[src/rtl/ay38500_cfg_pkg.sv]
// Shared types and constants for the AY-3-8500 configuration sequencer.
// Contents: sequencer state enum, live option payload, game index constants,
// game index clamp and one-hot decode helpers.
package ay38500_cfg_pkg;

    localparam int unsigned NUM_GAMES = 7;
    localparam int unsigned GAME_W    = 3;
    localparam int unsigned OPT_W     = 4;

    localparam logic [GAME_W-1:0] GAME_TENNIS   = 3'd0;
    localparam logic [GAME_W-1:0] GAME_SOCCER   = 3'd1;
    localparam logic [GAME_W-1:0] GAME_HANDICAP = 3'd2;
    localparam logic [GAME_W-1:0] GAME_SQUASH   = 3'd3;
    localparam logic [GAME_W-1:0] GAME_PRACTICE = 3'd4;
    localparam logic [GAME_W-1:0] GAME_RIFLE1   = 3'd5;
    localparam logic [GAME_W-1:0] GAME_RIFLE2   = 3'd6;

    typedef enum logic [1:0] {
        RUN      = 2'd0,
        CHIP_RST = 2'd1,
        SETTLE   = 2'd2
    } seq_state_t;

    typedef struct packed {
        logic autoserve;
        logic size;
        logic angle;
        logic speed;
    } cfg_opts_t;

    // Index 7 has no game behind it; it falls back to Tennis.
    function automatic logic [GAME_W-1:0] game_clamp(input logic [GAME_W-1:0] g);
        return (g == 3'd7) ? GAME_TENNIS : g;
    endfunction

    function automatic logic [NUM_GAMES-1:0] game_onehot_of(input logic [GAME_W-1:0] g);
        return 7'd1 << g;
    endfunction

endpackage

[src/rtl/game_config_sequencer_if.sv]
// Bundle between the OSD/status side and the configuration sequencer.
// master: drives vsync, user reset and raw option requests, observes outputs.
// slave : the sequencer; drives chip reset, active game and live options.
interface game_config_sequencer_if;
    import ay38500_cfg_pkg::*;

    logic              vs;
    logic              user_reset;
    logic [GAME_W-1:0] req_game;
    logic              req_autoserve;
    logic              req_size;
    logic              req_angle;
    logic              req_speed;

    logic                 chip_reset_n;
    logic [NUM_GAMES-1:0] game_onehot;
    logic                 autoserve;
    logic                 size;
    logic                 angle;
    logic                 speed;
    logic                 busy;

    modport master (
        output vs, user_reset, req_game, req_autoserve, req_size, req_angle, req_speed,
        input  chip_reset_n, game_onehot, autoserve, size, angle, speed, busy
    );

    modport slave (
        input  vs, user_reset, req_game, req_autoserve, req_size, req_angle, req_speed,
        output chip_reset_n, game_onehot, autoserve, size, angle, speed, busy
    );

endinterface

[src/rtl/game_config_sequencer_frame_debounce.sv]
// Frame-based debounce: a request that differs from the live value must stay
// unchanged for STABLE_FRAMES vsync rises before commit_c pulses (for one clk,
// on the deciding vsync rise cycle).
// Ports: clk_sys, reset (sync, active-low), req (raw request), cur (live value),
// vs_rise (frame tick), enable (count only while high), commit_c (pulse).
module frame_debounce #(
    parameter int unsigned STABLE_FRAMES = 4,
    parameter int unsigned WIDTH         = 1
) (
    input  logic             clk_sys,
    input  logic             reset,
    input  logic [WIDTH-1:0] req,
    input  logic [WIDTH-1:0] cur,
    input  logic             vs_rise,
    input  logic             enable,
    output logic             commit_c
);

    localparam int unsigned       CNT_W    = $clog2(STABLE_FRAMES + 1);
    localparam logic [CNT_W-1:0]  CNT_LAST = CNT_W'(STABLE_FRAMES - 1);
    localparam logic [CNT_W-1:0]  CNT_MAX  = CNT_W'(STABLE_FRAMES);

    logic [WIDTH-1:0] req_q, req_d;
    logic [CNT_W-1:0] cnt_q, cnt_d;

    // Counter tracks frames the current request has been held while differing
    // from the live value; any change, match or disable clears it.
    always_comb begin
        req_d    = req;
        cnt_d    = cnt_q;
        commit_c = 1'b0;
        if (!enable || (req != req_q) || (req == cur)) begin
            cnt_d = '0;
        end else if (vs_rise) begin
            if (cnt_q >= CNT_LAST) begin
                commit_c = 1'b1;
                cnt_d    = CNT_MAX;
            end else begin
                cnt_d = cnt_q + CNT_W'(1);
            end
        end
    end

    always_ff @(posedge clk_sys) begin
        if (!reset) begin
            req_q <= '0;
            cnt_q <= '0;
        end else begin
            req_q <= req_d;
            cnt_q <= cnt_d;
        end
    end

endmodule

[src/rtl/game_config_sequencer.sv]
// Owns the AY-3-8500 configuration pins and chip reset. Option requests are
// debounced against vsync and applied live; a game change or user reset runs
// a vsync-aligned chip reset -> settle sequence.
// Ports: clk_sys (clock), reset (sync, active-low block reset),
// bus (slave side: vs, user_reset, req_* in; chip_reset_n, game_onehot,
// autoserve/size/angle/speed, busy out). All outputs are registered.
module game_config_sequencer
    import ay38500_cfg_pkg::*;
#(
    parameter int unsigned STABLE_FRAMES = 4,
    parameter int unsigned RESET_FRAMES  = 2,
    parameter int unsigned SETTLE_FRAMES = 1
) (
    input  logic                   clk_sys,
    input  logic                   reset,
    game_config_sequencer_if.slave bus
);

    localparam int unsigned FRM_MAX = (RESET_FRAMES > SETTLE_FRAMES) ? RESET_FRAMES : SETTLE_FRAMES;
    localparam int unsigned FRM_W   = $clog2(FRM_MAX + 1);
    localparam logic [FRM_W-1:0] RST_LAST = FRM_W'(RESET_FRAMES - 1);
    localparam logic [FRM_W-1:0] SET_LAST = FRM_W'(SETTLE_FRAMES - 1);

    logic                 vs_q, vs_d;
    seq_state_t           state_q, state_d;
    logic [FRM_W-1:0]     frm_q, frm_d;
    logic [GAME_W-1:0]    game_q, game_d;
    logic [GAME_W-1:0]    pending_q, pending_d;
    logic [NUM_GAMES-1:0] onehot_q, onehot_d;
    cfg_opts_t            opts_q, opts_d;
    logic                 chip_reset_n_q, chip_reset_n_d;
    logic                 busy_q, busy_d;

    logic              vs_rise_c;
    logic [GAME_W-1:0] req_game_c;
    cfg_opts_t         req_opts_c;
    logic              dbnc_en_c;
    logic              game_commit_c;
    logic              opts_commit_c;

    // Request decode and frame tick.
    always_comb begin
        vs_rise_c  = bus.vs & ~vs_q;
        req_game_c = game_clamp(bus.req_game);
        req_opts_c = '{autoserve: bus.req_autoserve, size: bus.req_size,
                       angle: bus.req_angle, speed: bus.req_speed};
        dbnc_en_c  = (state_q == RUN);
    end

    frame_debounce #(
        .STABLE_FRAMES (STABLE_FRAMES),
        .WIDTH         (GAME_W)
    ) u_game_dbnc (
        .clk_sys  (clk_sys),
        .reset    (reset),
        .req      (req_game_c),
        .cur      (game_q),
        .vs_rise  (vs_rise_c),
        .enable   (dbnc_en_c),
        .commit_c (game_commit_c)
    );

    frame_debounce #(
        .STABLE_FRAMES (STABLE_FRAMES),
        .WIDTH         (OPT_W)
    ) u_opts_dbnc (
        .clk_sys  (clk_sys),
        .reset    (reset),
        .req      (req_opts_c),
        .cur      (opts_q),
        .vs_rise  (vs_rise_c),
        .enable   (dbnc_en_c),
        .commit_c (opts_commit_c)
    );

    // Sequencer next state and registered outputs.
    always_comb begin
        vs_d      = bus.vs;
        state_d   = state_q;
        frm_d     = frm_q;
        game_d    = game_q;
        pending_d = pending_q;
        onehot_d  = onehot_q;
        opts_d    = opts_q;

        case (state_q)
            RUN: begin
                if (bus.user_reset) begin
                    state_d = CHIP_RST;
                    frm_d   = '0;
                end else begin
                    if (opts_commit_c) begin
                        opts_d = req_opts_c;
                    end
                    if (game_commit_c) begin
                        pending_d = req_game_c;
                        state_d   = CHIP_RST;
                        frm_d     = '0;
                    end
                end
            end
            CHIP_RST: begin
                // A user reset still held at the release edge restarts the hold.
                if (vs_rise_c) begin
                    if (frm_q >= RST_LAST) begin
                        frm_d = '0;
                        if (!bus.user_reset) begin
                            state_d = SETTLE;
                        end
                    end else begin
                        frm_d = frm_q + FRM_W'(1);
                    end
                end
            end
            SETTLE: begin
                if (bus.user_reset) begin
                    state_d = CHIP_RST;
                    frm_d   = '0;
                end else if (vs_rise_c) begin
                    if (frm_q >= SET_LAST) begin
                        state_d = RUN;
                        frm_d   = '0;
                    end else begin
                        frm_d = frm_q + FRM_W'(1);
                    end
                end
            end
            default: begin
                state_d = CHIP_RST;
                frm_d   = '0;
            end
        endcase

        // The active game only moves when a chip reset begins.
        if ((state_d == CHIP_RST) && (state_q != CHIP_RST)) begin
            game_d   = pending_d;
            onehot_d = game_onehot_of(pending_d);
        end

        chip_reset_n_d = (state_d != CHIP_RST);
        busy_d         = (state_d != RUN);
    end

    always_ff @(posedge clk_sys) begin
        if (!reset) begin
            vs_q           <= 1'b0;
            state_q        <= CHIP_RST;
            frm_q          <= '0;
            game_q         <= GAME_TENNIS;
            pending_q      <= GAME_TENNIS;
            onehot_q       <= 7'b0000001;
            opts_q         <= '0;
            chip_reset_n_q <= 1'b0;
            busy_q         <= 1'b1;
        end else begin
            vs_q           <= vs_d;
            state_q        <= state_d;
            frm_q          <= frm_d;
            game_q         <= game_d;
            pending_q      <= pending_d;
            onehot_q       <= onehot_d;
            opts_q         <= opts_d;
            chip_reset_n_q <= chip_reset_n_d;
            busy_q         <= busy_d;
        end
    end

    assign bus.chip_reset_n = chip_reset_n_q;
    assign bus.game_onehot  = onehot_q;
    assign bus.autoserve    = opts_q.autoserve;
    assign bus.size         = opts_q.size;
    assign bus.angle        = opts_q.angle;
    assign bus.speed        = opts_q.speed;
    assign bus.busy         = busy_q;

endmodule

[src/flat_wrapper.sv]
// flat-port wrapper written by rule: the top's interface ports become plain ports
module game_config_sequencer_flat import ay38500_cfg_pkg::*;
#(
    parameter int unsigned STABLE_FRAMES = 4,
    parameter int unsigned RESET_FRAMES  = 2,
    parameter int unsigned SETTLE_FRAMES = 1
)
  (clk_sys, reset, bus_vs, bus_user_reset, bus_req_game, bus_req_autoserve, bus_req_size, bus_req_angle, bus_req_speed, bus_chip_reset_n, bus_game_onehot, bus_autoserve, bus_size, bus_angle, bus_speed, bus_busy);
  game_config_sequencer_if bus_i ();
  input  logic clk_sys;
  input  logic reset;
  input wire logic [$bits(bus_i.vs)-1:0] bus_vs;
  input wire logic [$bits(bus_i.user_reset)-1:0] bus_user_reset;
  input wire logic [$bits(bus_i.req_game)-1:0] bus_req_game;
  input wire logic [$bits(bus_i.req_autoserve)-1:0] bus_req_autoserve;
  input wire logic [$bits(bus_i.req_size)-1:0] bus_req_size;
  input wire logic [$bits(bus_i.req_angle)-1:0] bus_req_angle;
  input wire logic [$bits(bus_i.req_speed)-1:0] bus_req_speed;
  output wire logic [$bits(bus_i.chip_reset_n)-1:0] bus_chip_reset_n;
  output wire logic [$bits(bus_i.game_onehot)-1:0] bus_game_onehot;
  output wire logic [$bits(bus_i.autoserve)-1:0] bus_autoserve;
  output wire logic [$bits(bus_i.size)-1:0] bus_size;
  output wire logic [$bits(bus_i.angle)-1:0] bus_angle;
  output wire logic [$bits(bus_i.speed)-1:0] bus_speed;
  output wire logic [$bits(bus_i.busy)-1:0] bus_busy;
  assign bus_i.vs = bus_vs;
  assign bus_i.user_reset = bus_user_reset;
  assign bus_i.req_game = bus_req_game;
  assign bus_i.req_autoserve = bus_req_autoserve;
  assign bus_i.req_size = bus_req_size;
  assign bus_i.req_angle = bus_req_angle;
  assign bus_i.req_speed = bus_req_speed;
  assign bus_chip_reset_n = bus_i.chip_reset_n;
  assign bus_game_onehot = bus_i.game_onehot;
  assign bus_autoserve = bus_i.autoserve;
  assign bus_size = bus_i.size;
  assign bus_angle = bus_i.angle;
  assign bus_speed = bus_i.speed;
  assign bus_busy = bus_i.busy;
  game_config_sequencer #(.STABLE_FRAMES(STABLE_FRAMES), .RESET_FRAMES(RESET_FRAMES), .SETTLE_FRAMES(SETTLE_FRAMES)) u_core (.clk_sys(clk_sys), .reset(reset), .bus(bus_i));
endmodule
[config.mk]
export PLATFORM = sky130hd
export DESIGN_NAME = game_config_sequencer_flat
export DESIGN_NICKNAME = d
export VERILOG_FILES = /design/src/rtl/ay38500_cfg_pkg.sv /design/src/rtl/game_config_sequencer_if.sv /design/src/rtl/game_config_sequencer_frame_debounce.sv /design/src/rtl/game_config_sequencer.sv /design/src/flat_wrapper.sv
export SDC_FILE = /design/constraint.sdc
export NUM_CORES = 1
export LEC_CHECK = 0
export ABC_AREA = 0
export ABC_CLOCK_PERIOD_IN_PS = 5800
export BUFFER_PORTS_ARGS = -buffer_cell sky130_fd_sc_hd__buf_2
export CAP_MARGIN = 20
export CORE_ASPECT_RATIO = 1.2
export CORE_UTILIZATION = 30
export CTS_CLUSTER_DIAMETER = 50
export DETAILED_ROUTE_END_ITERATION = 10
export SLEW_MARGIN = 20
export SYNTH_ARGS = -nofsm -noshare
export SYNTH_HDL_FRONTEND = slang
export SYNTH_SLANG_ARGS = --single-unit
[constraint.sdc]
create_clock -name clk_sys -period 5.8 [get_ports clk_sys]
set_input_delay 0.29 -clock clk_sys [delete_from_list [all_inputs] [get_ports clk_sys]]
set_output_delay 0.29 -clock clk_sys [all_outputs]
set_load 0.005 [all_outputs]
== After elaboration in Yosys (flattened, before gate mapping) ==
Index checks and enable logic that the tools add are counted.

* Order comparisons: 4
* Bitwise gates (word level): 4
* Mux-type cells: 29
* Equality and inequality tests: 13
* Reductions and logical operators: 12
* $add $sub $neg: 3
* Shift-type cells: 1

{| class="wikitable"
|+ Operator list
! operator !! number
|-
| $mux W2 || 15
|-
| $mux W3 || 6
|-
| $pmux W2 S3 || 2
|-
| $shl A1 B3 Y7 const A || 1
|-
| $add A3 B1 Y3 const B || 2
|-
| $ge A3 B2 Y1 const B || 2
|-
| $mux W1 || 6
|-
| $reduce_and A3 Y1 || 2
|-
| $eq A2 B1 Y1 const B || 2
|-
| $eq A4 B4 Y1 || 1
|-
| $ge A2 B1 Y1 const B || 2
|-
| $logic_or A1 B1 Y1 || 4
|-
| $ne A2 B1 Y1 const B || 2
|-
| $ne A4 B4 Y1 || 1
|-
| $reduce_or A2 Y1 || 2
|-
| $eq A3 B3 Y1 || 1
|-
| $eq A3 B3 Y1 const B || 1
|-
| $ne A3 B2 Y1 const B || 1
|-
| $ne A3 B3 Y1 || 1
|-
| $ne A3 B3 Y1 const B || 1
|-
| $not A1 Y1 || 3
|-
| $add A2 B1 Y2 const B || 1
|-
| $eq A2 B2 Y1 const B || 1
|-
| $logic_not A2 Y1 || 1
|-
| 5 further kinds || 5
|}

* Register bits after elaboration: 37
* Input port bits: 11
* Output and inout port bits: 13
* Logic and storage cells: 82

== Depth between registers and ports, before layout ==
Gate-level depths: netlist (run 1).

* Depth after elaboration: 11
* Depth in mapped cells: 9
* Gate-level depth less buffers: 8

== By module ==
Synthesis (run 1) repeated with hierarchy kept, for this count alone.

* Cell total of the unflattened synthesis: 182
* Area, all modules: 1790.5 sq um

{| class="wikitable"
|+ Modules (own cells, without submodules)
! module !! cells an instance !! times used !! area each (sq um) !! seq. area each (sq um)
|-
| game_config_sequencer || 109 || 1 || 1069.8 || 480.5
|-
| frame_debounce at u_core.u_opts_dbnc || 38 || 1 || 376.6 || 140.1
|-
| frame_debounce at u_core.u_game_dbnc || 35 || 1 || 344.1 || 120.1
|}

== Least setup slack after synthesis (run 1) ==
OpenSTA, ideal clock, no wires.

* Path type: register to register
* Start: register u_core.u_game_dbnc.cnt_q[0]
* End: register u_core.game_q[0]
* Buffers on the path: 1
* Clock period less this slack: 1.878 ns
* Path slack: 3.922 ns
* Arrival: 1.798 ns
* Data required time: 5.721 ns
* Setup time: 0.079 ns
* Cell stages (with the launch flop): 10
* Cell sequence: dfxtp_1 > ha_1 > ha_1 > a211oi_1 > nor3_2 > o211ai_2 > nor2_2 > buf_6 > mux2i_1 > a211oi_2

* Longest elaborated chain between the ends: 9
* Elaborated cells on any way between the ends: 12
* Those cells by class: 1 x order compare; 1 x eq/ne; 9 x mux; 1 x reduce/logical

{| class="wikitable"
|+ RTL lines
! what !! line !! source
|-
| start: declaration || game_config_sequencer_frame_debounce.sv:24 || <nowiki>logic [CNT_W-1:0] cnt_q, cnt_d;</nowiki>
|-
| start signal: assignment || game_config_sequencer_frame_debounce.sv:50 || <nowiki>cnt_q <= cnt_d;</nowiki>
|-
| $ge A3 B2 Y1 * || game_config_sequencer_frame_debounce.sv:35 || <nowiki>if (cnt_q >= CNT_LAST) begin</nowiki>
|-
| $mux W1 * || game_config_sequencer_frame_debounce.sv:35 ||
|-
| $mux W1 * || game_config_sequencer_frame_debounce.sv:34 || <nowiki>end else if (vs_rise) begin</nowiki>
|-
| $mux W1 * || game_config_sequencer_frame_debounce.sv:32 || <nowiki>if (!enable || (req != req_q) || (req == cur)) begin</nowiki>
|-
| $mux W2 || game_config_sequencer.sv:95 || <nowiki>if (game_commit_c) begin</nowiki>
|-
| $mux W2 || game_config_sequencer.sv:88 || <nowiki>if (bus.user_reset) begin</nowiki>
|-
| $pmux W2 S3 || game_config_sequencer.sv:86 || <nowiki>case (state_q)</nowiki>
|-
| $eq A2 B1 Y1 || game_config_sequencer.sv:135 || <nowiki>if ((state_d == CHIP_RST) && (state_q != CHIP_RST)) begin</nowiki>
|-
| $logic_and A1 B1 Y1 || game_config_sequencer.sv:135 ||
|-
| end signal: assignment || game_config_sequencer.sv:159 || <nowiki>game_q <= game_d;</nowiki>
|-
| end: declaration || game_config_sequencer.sv:27 || <nowiki>logic [GAME_W-1:0] game_q, game_d;</nowiki>
|}

Mark *: on every way between the ends. The rest lies on a longest branch, timed or not.
A chain may end at the register's enable or synchronous reset.

== Final worst setup path (run 1) ==
* Start: register u_core.u_game_dbnc.cnt_q[0]
* End: register u_core.onehot_q[6], in the netlist u_core.bus.game_onehot[6]

* Longest elaborated chain between the ends: 9
* Elaborated cells on any way between the ends: 13
* Those cells by class: 1 x order compare; 1 x eq/ne; 1 x shift; 9 x mux; 1 x reduce/logical

{| class="wikitable"
|+ RTL lines
! what !! line !! source
|-
| $ge A3 B2 Y1 * || game_config_sequencer_frame_debounce.sv:35 ||
|-
| $mux W1 * || game_config_sequencer_frame_debounce.sv:35 ||
|-
| $mux W1 * || game_config_sequencer_frame_debounce.sv:34 ||
|-
| $mux W1 * || game_config_sequencer_frame_debounce.sv:32 ||
|-
| $mux W2 || game_config_sequencer.sv:95 ||
|-
| $mux W2 || game_config_sequencer.sv:88 ||
|-
| $pmux W2 S3 || game_config_sequencer.sv:86 ||
|-
| $eq A2 B1 Y1 || game_config_sequencer.sv:135 ||
|-
| $logic_and A1 B1 Y1 || game_config_sequencer.sv:135 ||
|-
| end signal: assignment || game_config_sequencer.sv:161 || <nowiki>onehot_q <= onehot_d;</nowiki>
|-
| end: declaration || game_config_sequencer.sv:29 || <nowiki>logic [NUM_GAMES-1:0] onehot_q, onehot_d;</nowiki>
|}

Marked as above.

==> results.cfg, run 1 <==
[cells_and_area]
num_antenna_cells = 0
fill_cells = 640
multi_input_area_sq_um = 1170
seq_area_sq_um = 741
final_cells = 323
nets = 254
area_growth_pct = 13.6
fin_util = 0.352
drive_above_1_share = 0.206

[yosys]
synthTopCellsByCount = dfxtp_1, nor2_1, a21oi_1
syn_avg_cell_area_sq_um = 9.22
synthTopCellsByArea = dfxtp_1, mux2i_1, nor2_1
yosysWarnings = 0
netlist.area_leader.share = 0.370
synth-edff-count = 0
synth_area_sq_um = 2000
async_flop_share = 0
yosysMostFrequentCell = dfxtp_1
seq_area_frac_synth = 0.370
synth_cell_types = 59
synth-main-ff-cell = dfxtp_1
ys_ff_latch = 37
syn_nets = 234
yosys.area.top_type = dfxtp_1
synthCells = 217

[sta]
slew-limit-headroom = 0.568
setup_tns_ns = 0
fin_worst_skew_ns = 0.00496
whs_ns = 0.224
worstMarginPinSlew_ns = 0.644
report.final.slew_viol_count = 0
hold_viol_final = 0
period_share = 0.383
setup_viol = 0
rsz0062_at_grt = no
layout_min_cycle_time_ns = 2.22
fmax_mhz = 450

[flow_run]
maxCapViolations = 0

[clock_network]
clock-sinks = 37
cts.htree.levels = 2
cts_buffers = 5
postCtsSetupBuffers = 0
root_buffer = clkbuf_8
cts_tree = yes
clk_pin_slew_worst_paths_ns = 0.08
clock_path_buffers = 2
ctsResizeCount = 0
hold_buffers = 0
clk_latency_ns = 0.29

[placed_design]
hpwl_microns = 3040
place_inst = 315
portBuffers = 23
place.gp.congestion = 0.819

[power_and_ir_drop]
swShare = 0.241
p_int_mw = 0.425
power.density_nw_per_um2 = 247
seq_power_share = 0.475
leakage_nw = 0.833
combPwrFrac = 0.107
p_clk_frac = 0.418
ir_worst_vdd_mv = 0.139
switchingPower_mw = 0.135

[global_routing]
grt_pass1_vias = 1467
track_usage = 0.123
grt_util_met3 = 0.0322
met1_usage = 0.141
grt_antenna_before_repair = 0
grtUsageMet2 = 0.215
grt_max_degree = 18
grt_overflow = 0
grt_pass1_wl_microns = 6830
busiest_layer = met2

[worst_setup_path]
cpMaxStageDelayCell = a211oi_1
startpoint_type = flip-flop
cp_num_buf_inv = 0
cp_data_arrival_time_ns = 2.42
path_cells = ha_1 > ha_1 > a211oi_1 > nor3_2 > o211ai_2 > nor2_2 > nand4bb_1 > a311oi_1
crit_path_max_fanout = 11
cp_top_family = compound AO/OA/AOI/OAI gates
path_common_cell = ha_1
critPathKind = reg -> reg
crit_required_ns = 5.99
end_kind = flip-flop
slowest_delay_ns = 0.52

[floorplan]
io_pins = 24
core_area_sq_um = 6450
dieWidth_microns = 76.6
die_area_sq_um = 7000
fp.dieH_microns = 91.5
start_util = 0.310
placementRows = 32

[routing]
dr.pass1.iters = 4
drtAntennaViolNets = 0
drc = 0
wl_microns = 4150
vias = 1569
via_per_inst = 4.86
drt_iter0_drc = 94
wl_per_cell_microns = 12.9

[status]
status = completed

[hold_path]
hp-class = in -> reg
-- final cells by class --
type                    count  share of cell area
clock inverters             2              0.0165
clock buffers               6              0.0363
flip-flops and latches     37               0.326
multi-input cells         165               0.515
inverters                   5             0.00826
repair buffers             23              0.0507
well taps                  85              0.0468
-- cells in the final DEF (no fill, tap or decap), types with 6 or more instances in the layout --
master,synthesis,layout
a21oi_1,13,13
and2_1,6,6
buf_2,2,23
clkbuf_8,0,6
dfxtp_1,37,37
ha_1,6,6
mux2i_1,12,12
nand2_1,9,9
nand3_1,7,7
nor2_1,27,27
nor3_1,8,8
xor2_1,10,10
-- final timing paths --
kind	start	to	slack, ns	cells past startpoint
min reg2reg	u_core.frm_q[0]$_SDFFE_PN0P_	u_core.frm_q[0]$_SDFFE_PN0P_	0.48	2
min	bus_vs	u_core.vs_q$_SDFF_PN0_	0.22	2
max	u_core.u_game_dbnc.cnt_q[0]$_SDFFE_PP0P_	u_core.bus.game_onehot[6]$_SDFFE_PN0P_	3.58	8
max reg2reg	u_core.u_game_dbnc.cnt_q[0]$_SDFFE_PP0P_	u_core.bus.game_onehot[6]$_SDFFE_PN0P_	3.58	8
-- state kept, by name, indices dropped and copies added, names as in the netlist --
signal,flops
u_core.state_q,2
u_core.bus.size,1
u_core.game_q,3
u_core.u_opts_dbnc.cnt_q,3
u_core.pending_q,3
u_core.u_opts_dbnc.req_q,4
u_core.vs_q,1
u_core.u_game_dbnc.req_q,3
u_core.bus.autoserve,1
u_core.bus.chip_reset_n,1
u_core.bus.game_onehot,7
u_core.u_game_dbnc.cnt_q,3
u_core.bus.busy,1
u_core.frm_q,2
u_core.bus.angle,1
u_core.bus.speed,1
-- metrics by stage --
step | worst slack [ns] | instance area, sq um | power [mW]
6_report | 3.58 | 2270 | 0.561
5_1_grt | 3.40 | 2270 | 0.583
4_1_cts | 3.58 | 2270 | 0.568
3_5_place_dp | 3.56 | 2150 | 0.333
3_3_place_gp | 3.61 | 2150 | 0.331
2_1_floorplan | 3.92 | 2000 | 0.316
-- layer usage --
metal / up-vias / wire (microns)
met5: - / 0
met4: 0 / 97
met3: 10 / 127
met2: 24 / 1980
met1: 710 / 1950
li1: 825 / -
-- power groups by stage --
stage	Sequential, mW	Combinational (mW)	Clock, mW
after CTS	0.267	0.0603	0.241
after detailed placement	0.273	0.0600	0
final	0.267	0.0597	0.234
after global routing	0.268	0.0662	0.249
after global placement	0.272	0.0586	0
after floorplan	0.272	0.0445	0
-- cell families (layout without fill, tap and decap cells) --
| kind of cell | after synthesis | in the layout | share of synthesized area |
|---|---|---|---|
| xor gates and xnor gates | 12 | 12 | 0.0525 |
| AOI/OAI and AO/OA | 48 | 48 | 0.189 |
| and+or+nand+nor | 87 | 87 | 0.246 |
| muxes | 12 | 12 | 0.0600 |
| adders and majority gates | 6 | 6 | 0.0375 |
| buffers and inverters | 15 | 36 | 0.0444 |
| DFF | 37 | 37 | 0.370 |
(Power assumes the default switching activity.)
==> run 2, diff against run 1 <==
--- a/config.mk
+++ b/config.mk
@@ -5,8 +5,8 @@
 export SDC_FILE = /design/constraint.sdc
 export NUM_CORES = 1
 export LEC_CHECK = 0
-export ABC_AREA = 0
-export ABC_CLOCK_PERIOD_IN_PS = 5800
+export ABC_AREA = 1
+export ABC_CLOCK_PERIOD_IN_PS = 2300
 export BUFFER_PORTS_ARGS = -buffer_cell sky130_fd_sc_hd__buf_2
 export CAP_MARGIN = 20
 export CORE_ASPECT_RATIO = 1.2
==> constraint.sdc (replaced) <==
create_clock -name clk_sys -period 2.3 [get_ports clk_sys]
set_input_delay 0.115 -clock clk_sys [delete_from_list [all_inputs] [get_ports clk_sys]]
set_output_delay 0.115 -clock clk_sys [all_outputs]
set_load 0.005 [all_outputs]
==> run 2 against run 1 <==
  * Synthesized cell count grew 15%
  * Via count rose by 1.7%
  * Total power grew 130%
  * Worst setup slack lost 3.2 ns
  * Utilization rose by 1.7 points
  * Sequential share of layout area up 2.1 points
  * Largest cell class unchanged
  * Largest power group unchanged
==> results.cfg, run 2 <==
[sta]
slew-limit-headroom = 0.665
setup_viol = 0
period_share = 0.846
layout_min_cycle_time_ns = 1.95
report.final.slew_viol_count = 0
fmax_mhz = 514
worstMarginPinSlew_ns = 0.500
hold_viol_final = 0
fin_worst_skew_ns = 0.00641
rsz0062_at_grt = no
setup_tns_ns = 0

[clock_network]
ctsResizeCount = 0
clock_path_buffers = 2
root_buffer = clkbuf_8
clk_pin_slew_worst_paths_ns = 0.07
cts.htree.levels = 2
hold_buffers = 0
clk_latency_ns = 0.29
clock-sinks = 37
cts_buffers = 5
postCtsSetupBuffers = 0
cts_tree = yes

[routing]
wl_per_cell_microns = 10.3
via_per_inst = 4.46
drc = 0
wl_microns = 3700
vias = 1596
dr.pass1.iters = 4
drtAntennaViolNets = 0
drt_iter0_drc = 50

[worst_setup_path]
r2r-start = u_core.u_game_dbnc.cnt_q[0]$_SDFFE_PP0P_
end_kind = flip-flop
r2r-end = u_core.bus.game_onehot[4]$_SDFFE_PN0P_
startpoint_type = flip-flop
crit_path_max_fanout = 8
crit_required_ns = 2.51
ff2ff_path_depth = 10
cp_num_buf_inv = 1
path_common_cell = nand2_1
slowest_delay_ns = 0.39
critPathKind = reg -> reg
path_cells = ha_1 > ha_1 > inv_1 > a31oi_4 > nand4_2 > nand2_1 > nand2_1 > nor2_1 > nand2_1 > a21oi_1
cp_top_family = simple AND/OR/NAND/NOR gates
rrSetupSlack_ns = 0.35
cpMaxStageDelayCell = dfxtp_1
cp_data_arrival_time_ns = 2.15

[power_and_ir_drop]
power.density_nw_per_um2 = 611
leakage_nw = 0.972
ir_worst_vdd_mv = 0.371
power_mw = 1.30

[global_routing]
grt_max_degree = 19
grt_pass1_wl_microns = 6610
grt_overflow = 0
grt_antenna_before_repair = 0
grt_pass1_vias = 1524
track_usage = 0.133

[yosys]
synthTopCellsByCount = nand2_1, dfxtp_1, inv_1
synth-main-ff-cell = dfxtp_1
ys_ff_latch = 37
async_flop_share = 0
synthTopCellsByArea = dfxtp_1, nand2_1, inv_1
yosysWarnings = 0
yosysMostFrequentCell = nand2_1
syn_avg_cell_area_sq_um = 7.36
synthCells = 250
synth_area_sq_um = 1840
synth_cell_types = 28
netlist.area_leader.share = 0.403
synth-edff-count = 0
syn_nets = 267
yosys.area.top_type = dfxtp_1
seq_area_frac_synth = 0.403

[hold_path]
holdPathEnd = u_core.vs_q$_SDFF_PN0_
hold_depth = 3
worstHoldStart = bus_vs
hp-class = in -> reg

[floorplan]
io_pins = 24
core_area_sq_um = 5780
placementRows = 30
start_util = 0.318
fp.dieH_microns = 87.8
die_area_sq_um = 6450
dieWidth_microns = 73.5

[placed_design]
place.gp.congestion = 0.811
portBuffers = 23
hpwl_microns = 2730

[cells_and_area]
nets = 294
largest_reg_flops = 7
final_common_cell = nand2_1
drive_above_1_share = 0.169
area_growth_pct = 16.2
num_antenna_cells = 0
mostFrequentLayoutCells = nand2_1, dfxtp_1, inv_1, nor2_1, buf_2
fin_util = 0.370

[status]
status = completed

[flow_run]
maxCapViolations = 0
## run 2: cell type report
| type | count | area (sq um) |
|---|---|---|
| Fill cell | 640 | 3640 |
| Multi-Input combinational cell | 172 | 937 |
| Sequential cell | 37 | 741 |
| Inverter | 38 | 143 |
| Timing Repair Buffer | 23 | 115 |
| Tap cell | 80 | 100 |
| Clock buffer | 7 | 96.3 |
| Clock inverter | 1 | 5.00 |
## run 2: worst max-delay path by stage
stage	from	end	slack, ns	cells past startpoint
after CTS	u_core.u_game_dbnc.cnt_q[0]$_SDFFE_PP0P_	u_core.bus.game_onehot[4]$_SDFFE_PN0P_	0.33	10
after detailed placement	u_core.u_game_dbnc.cnt_q[0]$_SDFFE_PP0P_	u_core.bus.game_onehot[4]$_SDFFE_PN0P_	0.38	10
final	u_core.u_game_dbnc.cnt_q[0]$_SDFFE_PP0P_	u_core.bus.game_onehot[4]$_SDFFE_PN0P_	0.35	10
after global routing	u_core.u_game_dbnc.cnt_q[0]$_SDFFE_PP0P_	u_core.bus.game_onehot[4]$_SDFFE_PN0P_	0.13	10
after global placement	u_core.u_game_dbnc.cnt_q[0]$_SDFFE_PP0P_	u_core.bus.game_onehot[1]$_SDFFE_PN0P_	0.41	10
after floorplan	u_core.u_game_dbnc.cnt_q[0]$_SDFFE_PP0P_	u_core.bus.game_onehot[5]$_SDFFE_PN0P_	0.65	10
## run 2: cells by family after synthesis
group | after synthesis | synth area share
adders and majority gates | 6 | 0.0408
and+or+nand+nor | 120 | 0.305
AOI/OAI and AO/OA | 39 | 0.131
xor gates and xnor gates | 7 | 0.0333
buffers and inverters | 41 | 0.0878
DFF | 37 | 0.403
## run 2: per-layer routing
metal	up-vias	wire [microns]	global-route usage
li1	854	-	-
met1	711	1770	0.160
met2	22	1710	0.218
met3	9	125	0.0311
met4	0	98	0.0717
met5	-	0	0
## run 2: power breakdown
| part | switching [mW] | internal [mW] | total, mW |
|---|---|---|---|
| logic | 0.0924 | 0.0478 | 0.140 |
| registers | 0.00830 | 0.658 | 0.666 |
| clock network | 0.227 | 0.271 | 0.498 |
## run 2: worst register-to-register path: stages, from the launching register on
cell     delay [ns]
dfxtp_1        0.39
ha_1           0.18
ha_1           0.14
inv_1          0.07
a31oi_4        0.30
nand4_2        0.22
nand2_1        0.10
nand2_1        0.09
nor2_1         0.18
nand2_1        0.08
a21oi_1        0.14
## run 2: through the flow
stage          std cells  setup slack (ns)  hold WS, ns  instance area [sq um]
3_3_place_gp         350             0.411        0.322                   2040
4_1_cts              358             0.335       0.0136                   2140
6_report             358             0.354       0.0276                   2140
2_1_floorplan        250             0.653        0.208                   1840
3_5_place_dp         350             0.384        0.322                   2040
5_1_grt              358             0.128       0.0530                   2140
